===== src/rtl/systolic_pkg.sv =====
// Shared definitions for the systolic array sequencers: the phase
// encoding and the fill/drain timing helpers derived from the array size.
package systolic_pkg;

   typedef enum logic [1:0] {
      IDLE = 2'd0,
      LOAD = 2'd1,
      EXEC = 2'd2,
      DONE = 2'd3
   } state_t;

   // Cycles needed for operand 0 to enter and operand DIM-1 to drain out.
   function automatic int exec_len(input int dim);
      return 3 * dim - 2;
   endfunction

   // Width of a counter that walks the execute phase.
   function automatic int cnt_w(input int dim);
      return $clog2(exec_len(dim));
   endfunction

   // Width of a row index; never below one bit.
   function automatic int idx_w(input int dim);
      return (dim > 1) ? $clog2(dim) : 1;
   endfunction

endpackage


===== src/rtl/systolic_seq_if.sv =====
// Row-source / FIFO-bank / MAC-grid signal bundle of the systolic sequencer.
// Optional feature macro: SYSTOLIC_SEQ_ACCUM_EN adds the accum input.
interface systolic_seq_if
   import systolic_pkg::*;
#(
   parameter int DIM = 8
);
   logic                    start;
   logic                    row_vld;
   logic                    row_rdy;
   logic [idx_w(DIM)-1:0]   row_idx;
   logic [DIM-1:0]          wr_a;
   logic [DIM-1:0]          wr_b;
   logic [DIM-1:0]          en;
   logic                    mac_clr;
   logic                    mac_en;
   logic                    busy;
   logic                    done;
`ifdef SYSTOLIC_SEQ_ACCUM_EN
   logic                    accum;

   modport master (
      input  start, row_vld, accum,
      output row_rdy, row_idx, wr_a, wr_b, en, mac_clr, mac_en, busy, done
   );

   modport slave (
      output start, row_vld, accum,
      input  row_rdy, row_idx, wr_a, wr_b, en, mac_clr, mac_en, busy, done
   );
`else
   modport master (
      input  start, row_vld,
      output row_rdy, row_idx, wr_a, wr_b, en, mac_clr, mac_en, busy, done
   );

   modport slave (
      output start, row_vld,
      input  row_rdy, row_idx, wr_a, wr_b, en, mac_clr, mac_en, busy, done
   );
`endif
endinterface


===== src/rtl/systolic_seq_skew_dec.sv =====
// Skewed shift-enable window decoder: lane i is enabled for DIM consecutive
// counts starting at count i, so operand i trails operand 0 by i cycles.
module seq_skew_dec #(
   parameter int DIM = 8,
   parameter int CW  = 5
) (
   input  logic          act,
   input  logic [CW-1:0] cnt,
   output logic [DIM-1:0] en
);

   // Per-lane window compare against the shared counter.
   always_comb begin
      en = {DIM{1'b0}};
      for (int i = 0; i < DIM; i++) begin
         if (act && (cnt >= CW'(i)) && (cnt < CW'(i + DIM))) begin
            en[i] = 1'b1;
         end else begin
            en[i] = 1'b0;
         end
      end
   end

endmodule


===== src/rtl/systolic_seq.sv =====
// Systolic matmul sequencer: loads DIM rows into the A/B FIFO banks, then
// drives the skewed shift enables and MAC enable, then pulses done.
// Optional feature macro: SYSTOLIC_SEQ_ACCUM_EN (accumulate onto prior
// MAC contents by suppressing the clear pulse).
module systolic_seq
   import systolic_pkg::*;
#(
   parameter int DIM = 8
) (
   input  logic            clk,
   input  logic            rst_n,
   systolic_seq_if.master  bus
);

   localparam int EXEC_LEN = exec_len(DIM);
   localparam int CW       = cnt_w(DIM);
   localparam int IW       = idx_w(DIM);

   localparam logic [1:0] S_IDLE = IDLE;
   localparam logic [1:0] S_LOAD = LOAD;
   localparam logic [1:0] S_EXEC = EXEC;
   localparam logic [1:0] S_DONE = DONE;

   logic [1:0]    state_r, nxt_state_s;
   logic [IW-1:0] rcnt_r, nxt_rcnt_s;
   logic [CW-1:0] cnt_r, nxt_cnt_s;
   logic          load_s, exec_s, clr_ok_s;
   logic [DIM-1:0] wr_s;

   assign load_s = (state_r == S_LOAD);
   assign exec_s = (state_r == S_EXEC);

   // Phase sequencing; in LOAD the exec counter doubles as a
   // "first cycle already passed" marker for the clear pulse.
   always_comb begin
      nxt_state_s = state_r;
      nxt_rcnt_s  = rcnt_r;
      nxt_cnt_s   = cnt_r;
      case (state_r)
         S_IDLE: begin
            if (bus.start) begin
               nxt_state_s = S_LOAD;
               nxt_rcnt_s  = {IW{1'b0}};
               nxt_cnt_s   = {CW{1'b0}};
            end else begin
               nxt_state_s = S_IDLE;
            end
         end
         S_LOAD: begin
            if (bus.row_vld) begin
               if (rcnt_r == IW'(DIM - 1)) begin
                  nxt_state_s = S_EXEC;
                  nxt_cnt_s   = {CW{1'b0}};
               end else begin
                  nxt_rcnt_s  = rcnt_r + IW'(1);
                  nxt_cnt_s   = CW'(1);
               end
            end else begin
               nxt_cnt_s = CW'(1);
            end
         end
         S_EXEC: begin
            if (cnt_r == CW'(EXEC_LEN - 1)) begin
               nxt_state_s = S_DONE;
               nxt_cnt_s   = {CW{1'b0}};
            end else begin
               nxt_cnt_s = cnt_r + CW'(1);
            end
         end
         S_DONE: begin
            nxt_state_s = S_IDLE;
         end
         default: begin
            nxt_state_s = S_IDLE;
            nxt_rcnt_s  = {IW{1'b0}};
            nxt_cnt_s   = {CW{1'b0}};
         end
      endcase
   end

   // State and counter registers.
   always_ff @(posedge clk or negedge rst_n) begin
      if (!rst_n) begin
         state_r <= S_IDLE;
         rcnt_r  <= {IW{1'b0}};
         cnt_r   <= {CW{1'b0}};
      end else begin
         state_r <= nxt_state_s;
         rcnt_r  <= nxt_rcnt_s;
         cnt_r   <= nxt_cnt_s;
      end
   end

`ifdef SYSTOLIC_SEQ_ACCUM_EN
   logic accum_r;

   // Capture the accumulate request alongside an accepted start.
   always_ff @(posedge clk or negedge rst_n) begin
      if (!rst_n) begin
         accum_r <= 1'b0;
      end else if ((state_r == S_IDLE) && bus.start) begin
         accum_r <= bus.accum;
      end else begin
         accum_r <= accum_r;
      end
   end

   assign clr_ok_s = ~accum_r;
`else
   assign clr_ok_s = 1'b1;
`endif

   assign wr_s = (load_s && bus.row_vld) ? ({{(DIM-1){1'b0}}, 1'b1} << rcnt_r)
                                          : {DIM{1'b0}};

   // Moore output decode; only the FIFO write strobes follow row_vld.
   always_comb begin
      bus.row_rdy = load_s;
      bus.row_idx = load_s ? rcnt_r : {IW{1'b0}};
      bus.wr_a    = wr_s;
      bus.wr_b    = wr_s;
      bus.mac_clr = load_s && (cnt_r == {CW{1'b0}}) && clr_ok_s;
      bus.mac_en  = exec_s;
      bus.busy    = load_s | exec_s;
      bus.done    = (state_r == S_DONE);
   end

   seq_skew_dec #(
      .DIM (DIM),
      .CW  (CW)
   ) u_skew (
      .act (exec_s),
      .cnt (cnt_r),
      .en  (bus.en)
   );

endmodule


===== src/flat_wrapper.sv =====
// flat-port wrapper written by rule: the top's interface ports become plain ports
module systolic_seq_flat import systolic_pkg::*;
#(
   parameter int DIM = 8
)
  (clk, rst_n, bus_start, bus_row_vld, bus_row_rdy, bus_row_idx, bus_wr_a, bus_wr_b, bus_en, bus_mac_clr, bus_mac_en, bus_busy, bus_done);
  systolic_seq_if #(.DIM(DIM)) bus_i ();
  input  logic clk;
  input  logic rst_n;
  input wire logic [$bits(bus_i.start)-1:0] bus_start;
  input wire logic [$bits(bus_i.row_vld)-1:0] bus_row_vld;
  output wire logic [$bits(bus_i.row_rdy)-1:0] bus_row_rdy;
  output wire logic [$bits(bus_i.row_idx)-1:0] bus_row_idx;
  output wire logic [$bits(bus_i.wr_a)-1:0] bus_wr_a;
  output wire logic [$bits(bus_i.wr_b)-1:0] bus_wr_b;
  output wire logic [$bits(bus_i.en)-1:0] bus_en;
  output wire logic [$bits(bus_i.mac_clr)-1:0] bus_mac_clr;
  output wire logic [$bits(bus_i.mac_en)-1:0] bus_mac_en;
  output wire logic [$bits(bus_i.busy)-1:0] bus_busy;
  output wire logic [$bits(bus_i.done)-1:0] bus_done;
  assign bus_i.start = bus_start;
  assign bus_i.row_vld = bus_row_vld;
  assign bus_row_rdy = bus_i.row_rdy;
  assign bus_row_idx = bus_i.row_idx;
  assign bus_wr_a = bus_i.wr_a;
  assign bus_wr_b = bus_i.wr_b;
  assign bus_en = bus_i.en;
  assign bus_mac_clr = bus_i.mac_clr;
  assign bus_mac_en = bus_i.mac_en;
  assign bus_busy = bus_i.busy;
  assign bus_done = bus_i.done;
  systolic_seq #(.DIM(DIM)) u_core (.clk(clk), .rst_n(rst_n), .bus(bus_i));
endmodule

===== config.mk =====
export PLATFORM = sky130hd
export DESIGN_NAME = systolic_seq_flat
export DESIGN_NICKNAME = d
export VERILOG_FILES = /design/src/rtl/systolic_pkg.sv /design/src/rtl/systolic_seq_if.sv /design/src/rtl/systolic_seq_skew_dec.sv /design/src/rtl/systolic_seq.sv /design/src/flat_wrapper.sv
export SDC_FILE = /design/constraint.sdc
export NUM_CORES = 1
export LEC_CHECK = 0
export BUFFER_PORTS_ARGS = -buffer_cell sky130_fd_sc_hd__buf_2
export CAP_MARGIN = 30
export CORE_MARGIN = 2
export CORE_UTILIZATION = 50
export CTS_CLUSTER_SIZE = 30
export DETAILED_ROUTE_END_ITERATION = 10
export PLACE_DENSITY = 0.87
export SLEW_MARGIN = 5
export SYNTH_ARGS = -nofsm -noshare
export SYNTH_HDL_FRONTEND = slang
export SYNTH_SLANG_ARGS = --single-unit
export TNS_END_PERCENT = 20

===== constraint.sdc =====
create_clock -name clk -period 2.6 [get_ports clk]
set_input_delay 0.39 -clock clk [delete_from_list [all_inputs] [get_ports clk]]
set_output_delay 0.39 -clock clk [all_outputs]
set_load 0.01 [all_outputs]

# [Word level (Yosys, flattened, before mapping)]
# Index checks and enable logic that the tools add are counted.
# W data, S select, Z words.
[op_classes] n_reduce_logical=25 mux=24 shift=1 n_eq_ne=10 n_bitwise=1 n_addsub=2 order_cmp=16
[op_table] op="$lt A5 B4 Y1 const B" count=8
[op_table] op="$ge A5 B3 Y1 const B" count=4
[op_table] op="$logic_and A1 B1 Y1" count=18
[op_table] op="$pmux W5 S3" count=1
[op_table] op="$mux W3" count=4
[op_table] op="$mux W1" count=11
[op_table] op="$ge A5 B1 Y1 const B" count=2
[op_table] op="$ge A5 B2 Y1 const B" count=2
[op_table] op="$mux W5" count=2
[op_table] op="$ne A2 B2 Y1 const B" count=5
[op_table] op="$mux W8" count=1
[op_table] op="$pmux W2 S4" count=1
[op_table] op="$shl A1 B3 Y8 const A" count=1
[op_table] op="$mux W2" count=3
[op_table] op="$pmux W3 S2" count=1
[op_table] op="$add A5 B1 Y5 const B" count=1
[op_table] op="$eq A5 B5 Y1 const B" count=1
[op_table] op="$logic_not A5 Y1" count=1
[op_table] op="$eq A2 B2 Y1 const B" count=2
[op_table] op="$reduce_and A4 Y1" count=1
[op_table] op="$add A3 B1 Y3 const B" count=1
[op_table] op="$eq A3 B3 Y1 const B" count=1
[op_table] op="$reduce_and A3 Y1" count=1
[op_table] op="$reduce_bool A3 Y1" count=1
[op_table] op="other kinds (5)" count=5
[totals] output_inout_bits=32 elab_cells=82 ff_bits=10

# [Logic depth before layout (Yosys ltp)]
# Gate-level depths: netlist of run 1.
[depth] word_depth=4 ltp_mapped=6

# [By module]
# A second synthesis of run 1 with hierarchy kept.
[hier_totals] cells_unflattened=123 area_unflattened_um2=1037.2
[by_module_without_submodules] mod="systolic_seq" seq_area_each_um2=250.2 cells_per_inst=101 instances=1 area_each_um2=887.1
[by_module_without_submodules] mod="seq_skew_dec" seq_area_each_um2=0.0 cells_per_inst=22 instances=1 area_each_um2=150.1

# [Worst setup path before layout of run 1]
# Ideal clock, no wire load.
[synth_timing] path_type="reg2out" startpoint="register u_core.state_r[1]" endpoint="output bus_wr_b[1]" arrival_time_ns=1.470 stages_incl_launch_ff=7 required_ns=2.210 n_path_buf=2 setup_slack_ns=0.740 cell_sequence="dfrtp_1 > inv_1 > ha_1 > clkbuf_1 > nand2_1 > nor2_1 > buf_4"
[synth_between] elab_chain_cells=3
[synth_lines] item="from (decl)" line_no="systolic_seq.sv:24" text="logic [1:0] state_r, nxt_state_s;"
[synth_lines] item="from (signal assigned)" line_no="systolic_seq.sv:88" text="state_r <= nxt_state_s;"
[synth_lines] item="$eq A2 B1 Y1" line_no="systolic_seq.sv:30" text="assign load_s = (state_r == S_LOAD);"
[synth_lines] item="named net bus_row_rdy" line_no="flat_wrapper.sv:12" text="output wire logic [$bits(bus_i.row_rdy)-1:0] bus_row_rdy;"
[synth_lines] item="$logic_and A1 B1 Y1" line_no="systolic_seq.sv:113" text="assign wr_s = (load_s && bus.row_vld) ? ({{(DIM-1){1'b0}}, 1'b1} << rcnt_r)"
[synth_lines] item="$mux W8" line_no="systolic_seq.sv:113"
[synth_lines] item="to (decl)" line_no="flat_wrapper.sv:15" text="output wire logic [$bits(bus_i.wr_b)-1:0] bus_wr_b;"
# The timed path passes the listed nets, and every way through them passes these cells.

# [Worst setup path in the final report of run 1]
[layout_timing] startpoint="register u_core.cnt_r[1]" endpoint="output bus_en[5]"
[layout_between] elab_chain_cells=4 elab_cells_between_ends=5
[layout_lines] item="from (decl)" line_no="systolic_seq.sv:26" text="logic [CW-1:0] cnt_r, nxt_cnt_s;"
[layout_lines] item="from (signal assigned)" line_no="systolic_seq.sv:86" text="cnt_r <= {CW{1'b0}};"
[layout_lines] item="from (signal assigned)" line_no="systolic_seq.sv:90" text="cnt_r <= nxt_cnt_s;"
[layout_lines] item="$ge A5 B3 Y1" line_no="systolic_seq_skew_dec.sv:16" text="if (act && (cnt >= CW'(i)) && (cnt < CW'(i + DIM))) begin"
[layout_lines] item="$logic_and A1 B1 Y1" line_no="systolic_seq_skew_dec.sv:16"
[layout_lines] item="$logic_and A1 B1 Y1 *" line_no="systolic_seq_skew_dec.sv:16"
[layout_lines] item="$mux W1 *" line_no="systolic_seq_skew_dec.sv:16"
[layout_lines] item="to (decl)" line_no="flat_wrapper.sv:16" text="output wire logic [$bits(bus_i.en)-1:0] bus_en;"
# Every way passes the cells marked *; elsewhere a longest branch is shown, timed or not.

==> results of run 1 <==
## cell usage in the layout (no fill, tap or decap), drive strengths merged, types with 3 or more instances in the layout
cell type and n:
nor2 15, nand3 4, and3 3, nor2b 4
and2 5, inv 11, ha 14, clkbuf 4
o21ai 4, a21oi 3, nand4b 3, dfrtp 10
nand2 9, mux2i 3, buf 35
## per-layer routing
layer  vias up  track usage [%]  part of all wire [%]
li1        499                -                     -
met1       456             23.9                    44
met2        28             29.4                    49
met3         2             5.65                   5.7
met4         0             1.35                  0.45
met5         -                0                     0
## cell type report
class                   instances  area [um^2]  share of cell area [%]
inverters                      11         41.3                    3.32
well taps                      27         33.8                    2.72
clock buffers                   4         36.3                    2.92
flip-flops and latches         10          250                    20.1
multi-input cells              96          696                    56.0
repair buffers                 36          185                    14.9
## registers in the layout (all words and copies together), names as in the netlist
name and flops:
u_core.cnt_r 5, u_core.rcnt_r 3, u_core.state_r 2
## worst max path at each step
stage	start	endpoint	cells past startpoint
2_1_floorplan	u_core.state_r[1]	bus_wr_b[1]	6
3_3_place_gp	u_core.state_r[1]	u_core.rcnt_r[0]	5
3_5_place_dp	u_core.state_r[1]	u_core.rcnt_r[0]	5
4_1_cts	u_core.cnt_r[1]	bus_en[5]	6
5_1_grt	u_core.cnt_r[1]	bus_en[5]	6
6_report	u_core.cnt_r[1]	bus_en[5]	6
## power groups by stage
stage	combinational, mW	clock, mW	sequential, mW
finish	0.603	0.134	0.253
global route	0.666	0.150	0.261
floorplan	0.471	0	0.233
global placement	0.575	0	0.249
detailed placement	0.601	0	0.256
CTS	0.607	0.138	0.252
## what timing repair did
item                                   4_1_cts  5_1_grt
setup endpoints to repair                    0        0
endpoints found under the hold margin       10        0
hold buffers                                 1        0
## critical path: cells and delay by family (launching register included)
family,cells,cell delay [ns]
flip-flops,1,0.53
adder cells (fa/ha/maj),1,0.23
buffers and inverters,2,0.28
AO/OA/AOI/OAI,2,0.43
AND/OR/NAND/NOR,1,0.06
## logic make-up after synthesis
kind of cell	count (synthesis)	share of synthesized area [%]
muxes	4	4.17
DFF	10	23.2
AOI/OAI and AO/OA	24	15.4
and+or+nand+nor	51	26.2
buffers and inverters	25	12.4
adders and majority gates	14	16.2
xor gates and xnor gates	3	2.43
## per-stage QoR
stage	std cells	total power [mW]	setup slack [ns]	instance area (um^2)
after CTS	184	0.997	0.423	1240
after detailed placement	179	0.857	0.648	1200
after global placement	179	0.824	0.721	1200
final	184	0.989	0.416	1240
after global routing	184	1.08	0.241	1240
after floorplan	131	0.704	0.740	1080
==> flow_metrics.tcl, run 1 <==
set metrics [dict create \
    gp_congestion 0.825 \
    timing.final.setup_violations 0 \
    finalCritPeriodShare_pct 84.0 \
    setup-tns-final_ns 0 \
    critPathMaxFanout 11 \
    synth_largest_area_cell "sky130_fd_sc_hd__dfrtp_1" \
    vias 985 \
    power.sequential.fraction_pct 25.5 \
    grt_antenna_before_repair 0 \
    cp_slowest_stage_delay_ns 0.53 \
    timing.max_slew.rel_slack_pct 67.5 \
    critical_path.cell_chain "inv_1, ha_1, o31a_1, o21ai_0, nor2_1, buf_2" \
    cts_resized 0 \
    nNetsFinal 176 \
    synthDistinctLibCells 41 \
    comb_power_share_pct 60.9 \
    cts_buffers 3 \
    clkSinkCount 10 \
    syn2layout_area_growth_pct 15.1 \
    grt_max_degree 18 \
    synth_edf_count 0 \
    finalHoldViolations 0 \
    async_reset_ff_share_pct 100 \
    synthDominantCellAreaShare_pct 23.2 \
    number_of_filler_instances_in_the_final_layout 165 \
    p_int_mw 0.538 \
    drt_iter0_markers 16 \
    maxCapViolations 0 \
    sw_frac_of_total_pct 45.6 \
    power.ir.vdd_worst_mv 0.707 \
    status "finished clean" \
    average_size_of_a_mapped_cell_um2 8.24 \
    rsz0062_at_grt "false" \
    hold_start "bus_row_vld" \
    synth.cell_area_um2 1080 \
    place.port_buffers 35 \
    setup_repair_bufs_after_cts 0 \
    min_path_type "in -> reg" \
    wp_data_required_ns 2.21 \
    powerDensity_nw_per_um2 796 \
    wl_per_cell_um 12.0 \
    crit_path_end_kind "output port" \
    clockBufferDepth 2 \
    initial_utilization_pct 53.9 \
    grt_overflow 0 \
    design.core.area_um2 2000 \
    worst_slew_pin_slew_ns 0.488 \
    detailedPlacementHpwl_um 1740 \
    final_layout_size_suffix_gt1_share_pct 26.8 \
    whs_path_depth 4 \
    worstSetupStartpointType "flop" \
    clkTransAtPathRegs_ns 0.06 \
    synth.most_common_cell "sky130_fd_sc_hd__nor2_1" \
    min_to "u_core.rcnt_r[2]" \
    r2r_cells 5 \
    clock_insertion_delay_worst_skew_ns 0.26 \
    grt_usage_pct 17.8 \
    netlist_instances 131 \
    ys_dominant_reg_cell "sky130_fd_sc_hd__dfrtp_1" \
    clock_tree.root_cell "sky130_fd_sc_hd__clkbuf_4" \
    synth.net_count 149 \
    die_area_um2 2550 \
    slowest_cell_on_the_critical_path "sky130_fd_sc_hd__dfrtp_1" \
    crit_arrival_ns 1.79 \
    clock_tree.htree_level_count 1 \
    grt_pass1_vias 845 \
    avgViaCountPerCell 5.35 \
    p_clk_share_pct 13.5 \
    final_core_util_pct 62.1 \
    yosysSeqAreaShare_pct 23.2 \
    max_clock_freq_mhz 458 \
    tritoncts "built" \
    worst-setup-path-type "reg -> out" \
    total_leakage_power_nw 0.655 \
    synth_common_cells "sky130_fd_sc_hd__nor2_1 (15), sky130_fd_sc_hd__ha_1 (14), sky130_fd_sc_hd__inv_1 (11)" \
    post-route-drc-count 0 \
    synth-seq-cells 10 \
    pin_count 36 \
    detail_route.first_pass.iterations 4 \
    synthesis.yosys.warnings 0 \
    die_outline_height_um 50.5 \
    r2r_slack_ns 0.62 \
    clock_skew_ns 0.000329 \
    drtAntennaViolNets 0 \
    regToRegEndpoint "u_core.rcnt_r[0]" \
    period_minus_slack_ns 2.18 \
    die_x_um 50.5 \
    rows 16 \
    antennaDiodeCount 0 \
    synth.area.top_cells "sky130_fd_sc_hd__dfrtp_1 (23%), sky130_fd_sc_hd__ha_1 (16%), sky130_fd_sc_hd__buf_4 (5.6%)" \
    hold_slack_ns 0.498 \
    crit-reg2reg-launch "u_core.state_r[1]" \
    global_route_wire_length_before_repair_um 3580 \
    p_switching_mw 0.452 \
    totalWireLength_um 2210 \
    timing.final.max_slew_violations 0 \
]
Note: power is estimated with default switching activity, not from simulation.
==> inputs of run 2 (changes only) <==
ABC_AREA = 1   (was not set)
clock period = 2.3 ns   (was 2.6 ns; I/O delays follow)
==> run 2 against run 1 <==
Via count rose by 10%. Worst setup slack got worse by 0.23 ns. Synthesized area fell by 0.23%. Die area fell by 0.22%. Wire length rose by 6.2%. Flip-flop and latch count did not move. Critical path type unchanged. Register-to-register slack improved by 0.17 ns. Count of clock-buffer cells in the layout fell by 1. Combinational power rose by 12%. Core utilization rose by 0.56 points.
==> flow_metrics.tcl, run 2 <==
set metrics [dict create \
    cts_buffers 3 \
    p_clk_share_pct 11.5 \
    clkTransAtPathRegs_ns 0.07 \
    post-route-drc-count 0 \
    timing.max_slew.rel_slack_pct 73.2 \
    hold_slack_ns 0.461 \
    netlist_instances 169 \
    slowest_cell_on_the_critical_path "sky130_fd_sc_hd__dfrtp_1" \
    simple_gate_portion_of_the_synthesized_area_pct 36.1 \
    pin_count 36 \
    synthAdderAreaFrac_pct 16.3 \
    maxCapViolations 0 \
    clock_tree.htree_level_count 1 \
    final_layout_size_suffix_gt1_share_pct 22.6 \
    grt_max_degree 11 \
    async_reset_ff_share_pct 100 \
    die_outline_height_um 50.4 \
    synth.most_common_cell "sky130_fd_sc_hd__nand2_1" \
    synthDistinctLibCells 19 \
    placement.setup.worst_slack_ns 0.434 \
    nNetsFinal 219 \
    average_size_of_a_mapped_cell_um2 6.37 \
    crit_path_end_kind "output port" \
    place.port_buffers 35 \
    status "finished clean" \
    synthDominantCellAreaShare_pct 23.2 \
    die_area_um2 2540 \
    clkSinkCount 10 \
    detailedPlacementHpwl_um 1890 \
    p_switching_mw 0.538 \
    die_x_um 50.4 \
    grt_antenna_before_repair 0 \
    synth_top_family_by_area "simple AND/OR/NAND/NOR gates" \
    clock_insertion_delay_worst_skew_ns 0.27 \
    placed_cell_area_um2 1220 \
    antennaDiodeCount 0 \
    grt_usage_pct 19.2 \
    cp_most_frequent_cell "sky130_fd_sc_hd__inv_1" \
    wp_data_required_ns 1.96 \
    totalPowerFinal_mw 1.06 \
    finalHoldViolations 0 \
    placed_cells 222 \
    rows 16 \
    p_int_mw 0.517 \
    post_synth_xor_area_fraction_pct 0 \
    synth.cell_area_um2 1080 \
    rsz0062_at_grt "false" \
    number_of_filler_instances_in_the_final_layout 206 \
    critical_path.cell_chain "inv_1, ha_1, inv_1, nor2_2, o21ai_0, nor3_1, buf_2" \
    finalCritPeriodShare_pct 92.0 \
    synth_largest_area_cell "sky130_fd_sc_hd__dfrtp_1" \
    tritoncts "built" \
    detail_route.first_pass.iterations 5 \
    layout.cells.most_common_list "sky130_fd_sc_hd__nand2_1 (47), sky130_fd_sc_hd__buf_2 (35), sky130_fd_sc_hd__inv_1 (29)" \
    final_cells 226 \
    grt_pass1_vias 898 \
    synth.area.top_cells "sky130_fd_sc_hd__dfrtp_1 (23%), sky130_fd_sc_hd__nand2_1 (16%), sky130_fd_sc_hd__ha_1 (16%)" \
    worst_slew_pin_slew_ns 0.401 \
    cp_slowest_stage_delay_ns 0.42 \
    post-route-worst-setup-slack_ns 0.183 \
    global_route_wire_length_before_repair_um 3710 \
    crit_arrival_ns 1.77 \
    ys_dominant_reg_cell "sky130_fd_sc_hd__dfrtp_1" \
    gp_congestion 0.815 \
    wl_per_cell_um 10.4 \
    worst_path_dominant_cell_family "flip-flops" \
    critPathMaxFanout 5 \
    drt_iter0_markers 38 \
    vias 1086 \
    worst-setup-path-type "reg -> out" \
    reg_top3 "u_core.cnt_r (5), u_core.rcnt_r (3), u_core.state_r (2)" \
    power.ir.vdd_worst_mv 0.592 \
    grt_overflow 0 \
    powerDensity_nw_per_um2 842 \
    drtAntennaViolNets 0 \
    avgViaCountPerCell 4.81 \
    comb_power_share_pct 64.1 \
    initial_utilization_pct 53.8 \
    synth_common_cells "sky130_fd_sc_hd__nand2_1 (47), sky130_fd_sc_hd__inv_1 (29), sky130_fd_sc_hd__nor2_1 (19)" \
    max_clock_freq_mhz 472 \
    min_path_type "in -> async" \
    worstPathBufferInverterCount 3 \
    power.sequential.fraction_pct 24.4 \
    syn2layout_area_growth_pct 16.4 \
    setup-tns-final_ns 0 \
    mostFrequentLayoutCell "sky130_fd_sc_hd__nand2_1" \
    sw_frac_of_total_pct 51.0 \
    final_core_util_pct 62.6 \
    synth-seq-cells 10 \
    total_leakage_power_nw 0.792 \
    clock_tree.root_cell "sky130_fd_sc_hd__clkbuf_4" \
    clock_skew_ns 0.0105 \
    clockBufferDepth 2 \
    finalInstanceArea_um2 1250 \
    timing.final.setup_violations 0 \
    design.core.area_um2 2000 \
    totalWireLength_um 2350 \
    muxShareOfSynthArea_pct 0 \
    synth.net_count 187 \
    timing.final.max_slew_violations 0 \
    synth_edf_count 0 \
    synthesis.yosys.warnings 0 \
    period_minus_slack_ns 2.12 \
    synth-compound-area-share_pct 6.97 \
    max_reg_flops 5 \
    worstSetupStartpointType "flop" \
    top_register "u_core.cnt_r" \
    yosysSeqAreaShare_pct 23.2 \
]
-- run 2: cell types whose count changed in the layout (fill, tap and decap cells not counted), moves of 3 or more --
cell                       previous run  this run
sky130_fd_sc_hd__mux2i_1              3         0
sky130_fd_sc_hd__and2_1               5         0
sky130_fd_sc_hd__nor2_1              15        18
sky130_fd_sc_hd__nor2b_1              3         0
sky130_fd_sc_hd__nand4b_1             3         0
sky130_fd_sc_hd__and3_1               3         0
sky130_fd_sc_hd__nand2_1              9        47
sky130_fd_sc_hd__nand3_1              4         7
sky130_fd_sc_hd__a21oi_1              3         8
sky130_fd_sc_hd__nor3_1               1        13
sky130_fd_sc_hd__inv_1               11        29
-- run 2: layout make-up --
cell class	count	area, um^2	area share, %
Clock buffer	3	22.5	1.80
Inverter	30	113	8.98
Multi-Input combinational cell	119	642	51.2
Sequential cell	10	250	20.0
Tap cell	27	33.8	2.69
Timing Repair Buffer	37	193	15.4
-- run 2: power by group through the flow --
stage | registers, mW | logic (mW) | clock network, mW
floorplan | 0.250 | 0.513 | 0
global placement | 0.258 | 0.663 | 0
detailed placement | 0.260 | 0.669 | 0
CTS | 0.256 | 0.673 | 0.123
global route | 0.264 | 0.766 | 0.138
finish | 0.257 | 0.676 | 0.122
-- run 2: metal layers --
layer	share of wire [%]	vias up	GRT usage, %
li1	-	574	-
met1	45	462	24.3
met2	47	45	31.4
met3	6.7	5	4.17
met4	1.8	0	8.11
met5	0	-	0
-- run 2: worst reg2reg max path: stages (launching register included) --
cell and delay, ns:
sky130_fd_sc_hd__dfrtp_1 0.43, sky130_fd_sc_hd__ha_1 0.24, sky130_fd_sc_hd__ha_1 0.19, sky130_fd_sc_hd__inv_1 0.07
sky130_fd_sc_hd__nand2_1 0.06, sky130_fd_sc_hd__o21ai_1 0.10, sky130_fd_sc_hd__nand2_1 0.07, sky130_fd_sc_hd__nor2_1 0.17
sky130_fd_sc_hd__nand2_1 0.08, sky130_fd_sc_hd__nand2_1 0.06
-- run 2: final timing paths --
check                                   from                 to  slack [ns]  depth (start not counted)
setup / recovery           u_core.state_r[0]          bus_en[5]        0.18                          7
hold / removal                         rst_n    u_core.cnt_r[0]        0.46                          2
setup reg to reg            u_core.rcnt_r[0]   u_core.rcnt_r[2]        0.79                          9
hold reg to reg             u_core.rcnt_r[0]   u_core.rcnt_r[0]        0.57                          2
max in group asynchronous              rst_n  u_core.state_r[1]        1.63                          2
min in group clk                   bus_start    u_core.cnt_r[3]        0.55                          4
-- run 2: cell families after synthesis --
family / after synthesis
buffers and inverters: 40
adders and majority gates: 14
DFF: 10
AOI/OAI and AO/OA: 14
and+or+nand+nor: 91
-- run 2: repair_timing --
| item | 4_1_cts | 5_1_grt |
|---|---|---|
| buffers inserted | 0 | 0 |
| setup endpoints to repair | 0 | 1 |
| hold endpoints to repair | 10 | 0 |
| hold buffers | 1 | 0 |
| gates resized for setup | 0 | 1 |
==> inputs of run 3 (changes only) <==
CORE_UTILIZATION = 52   (was 50)
CTS_BUF_LIST = sky130_fd_sc_hd__clkbuf_8   (was not set)
PLACE_DENSITY = 0.9   (was 0.87)
==> run 3 against run 2 <==
Critical path depth unchanged. Non-clock buffer count is the same. Maximum frequency up 1.6%. Final area is 1.3% higher. Total power up 6.5%. Flip-flop and latch count stayed put. Sequential power is essentially flat. Clock skew down 0.0078 ns.
==> flow_metrics.tcl, run 3 (synthesized netlist as in run 2, its figures left out) <==
set metrics [dict create \
    top_register "u_core.cnt_r" \
    grt_antenna_before_repair 0 \
    gp_congestion 0.841 \
    global_route_wire_length_before_repair_um 3910 \
    placed_cells 222 \
    detailedPlacementHpwl_um 1900 \
    period_minus_slack_ns 2.08 \
    grt_usage_pct 20.5 \
    tritoncts "built" \
    maxCapViolations 0 \
    layout.cells.most_common_list "sky130_fd_sc_hd__nand2_1 (47), sky130_fd_sc_hd__buf_2 (35), sky130_fd_sc_hd__inv_1 (29)" \
    rsz0062_at_grt "false" \
    wp_data_required_ns 1.96 \
    avgViaCountPerCell 4.82 \
    post-route-drc-count 0 \
    powerDensity_nw_per_um2 884 \
    totalWireLength_um 2390 \
    grt_max_degree 11 \
    antennaDiodeCount 0 \
    grt_pass1_vias 945 \
    max_reg_flops 5 \
    finalCritPeriodShare_pct 90.6 \
    crit_arrival_ns 1.74 \
    clkSinkCount 10 \
    drtAntennaViolNets 0 \
    crit_path_end_kind "output port" \
    worstSetupStartpointType "flop" \
    initial_utilization_pct 54.9 \
    wl_per_cell_um 10.6 \
    status "finished clean" \
    clock_tree.htree_level_count 1 \
    syn2layout_area_growth_pct 17.9 \
    dr_wl_met2_um 1080 \
    number_of_filler_instances_in_the_final_layout 206 \
    clock_insertion_delay_worst_skew_ns 0.24 \
    die_outline_height_um 49.5 \
    mostFrequentLayoutCell "sky130_fd_sc_hd__nand2_1" \
    total_leakage_power_nw 0.800 \
    reg_top3 "u_core.cnt_r (5), u_core.rcnt_r (3), u_core.state_r (2)" \
    clock_skew_ns 0.00271 \
    wl_met1_um 1140 \
    vias 1089 \
    cts_buffers 3 \
    detail_route.first_pass.iterations 4 \
    worst-setup-path-type "reg -> out" \
    power.ir.vdd_worst_mv 0.615 \
    met3WireLength_um 121 \
    nNetsFinal 219 \
    timing.final.setup_violations 0 \
    min_path_type "in -> async" \
    die_area_um2 2450 \
    final_cells 226 \
    critPathMaxFanout 5 \
    setup-tns-final_ns 0 \
    rows 16 \
    clockBufferDepth 2 \
    finalHoldViolations 0 \
    clkTransAtPathRegs_ns 0.05 \
    clock_tree.root_cell "sky130_fd_sc_hd__clkbuf_8" \
    max_clock_freq_mhz 480 \
    design.core.area_um2 1960 \
    final_layout_size_suffix_gt1_share_pct 22.1 \
    top_layer "met4" \
    timing.max_slew.rel_slack_pct 74.1 \
    pin_count 36 \
    drt_iter0_markers 10 \
    timing.final.max_slew_violations 0 \
    worst_slew_pin_slew_ns 0.388 \
    place.port_buffers 35 \
    grt_overflow 0 \
    die_x_um 49.5 \
]
## run 3: power breakdown
| group | total (mW) | switching (mW) | leakage [nW] | internal, mW |
|---|---|---|---|---|
| Clock | 0.185 | 0.0706 | 0.0216 | 0.115 |
| Sequential | 0.258 | 0.0459 | 0.135 | 0.212 |
| Combinational | 0.680 | 0.434 | 0.643 | 0.246 |
## run 3: timing repair
action / 4_1_cts / 5_1_grt
gates resized for setup: 0 / 0
hold endpoints to repair: 10 / 0
buffers inserted: 0 / 0
endpoints found under the setup margin: 0 / 0
hold buffers: 1 / 0
## run 3: worst max-delay path: stages, from the launching register on
cell and delay, ns:
sky130_fd_sc_hd__dfrtp_1 0.42, sky130_fd_sc_hd__inv_1 0.10, sky130_fd_sc_hd__ha_1 0.19, sky130_fd_sc_hd__inv_1 0.11
sky130_fd_sc_hd__nor2_1 0.21, sky130_fd_sc_hd__o21ai_0 0.15, sky130_fd_sc_hd__nor3_1 0.17, sky130_fd_sc_hd__buf_2 0.15
## run 3: layer usage
layer / GRT usage (%) / up-vias
li1: - / 576
met1: 27.8 / 480
met2: 31.3 / 28
met3: 3.33 / 5
met4: 10.6 / 0
met5: 0 / -
## run 3: cell type report
type | instances | area [um^2] | share of cell area [%]
multi-input cells | 119 | 639 | 50.3
flip-flops and latches | 10 | 250 | 19.7
repair buffers | 37 | 193 | 15.2
inverters | 30 | 113 | 8.87
clock buffers | 3 | 41.3 | 3.25
well taps | 27 | 33.8 | 2.66
## run 3: worst paths after layout
check | startpoint | endpoint | slack, ns | cells past startpoint
setup reg to reg | u_core.rcnt_r[0] | u_core.rcnt_r[2] | 0.70 | 9
hold / removal | rst_n | u_core.rcnt_r[1] | 0.50 | 2
hold reg to reg | u_core.rcnt_r[1] | u_core.rcnt_r[1] | 0.57 | 2
setup / recovery | u_core.state_r[0] | bus_en[5] | 0.22 | 7
max in group asynchronous | rst_n | u_core.cnt_r[4] | 1.61 | 2
min in group clk | u_core.rcnt_r[1] | u_core.rcnt_r[1] | 0.57 | 2
## run 3: through the flow
step | hold WS, ns | power, mW | worst slack, ns | utilization (%) | cell area, um^2
after floorplan | 0.0494 | 0.763 | 0.433 | - | 1080
final | 0.499 | 1.12 | 0.216 | 64.7 | 1270
after detailed placement | 0.226 | 0.934 | 0.479 | 62.1 | 1220
after CTS | 0.507 | 1.12 | 0.226 | 64.7 | 1270
after global routing | 0.540 | 1.24 | 0.0364 | 64.7 | 1270
after global placement | 0.222 | 0.923 | 0.538 | 62.1 | 1220
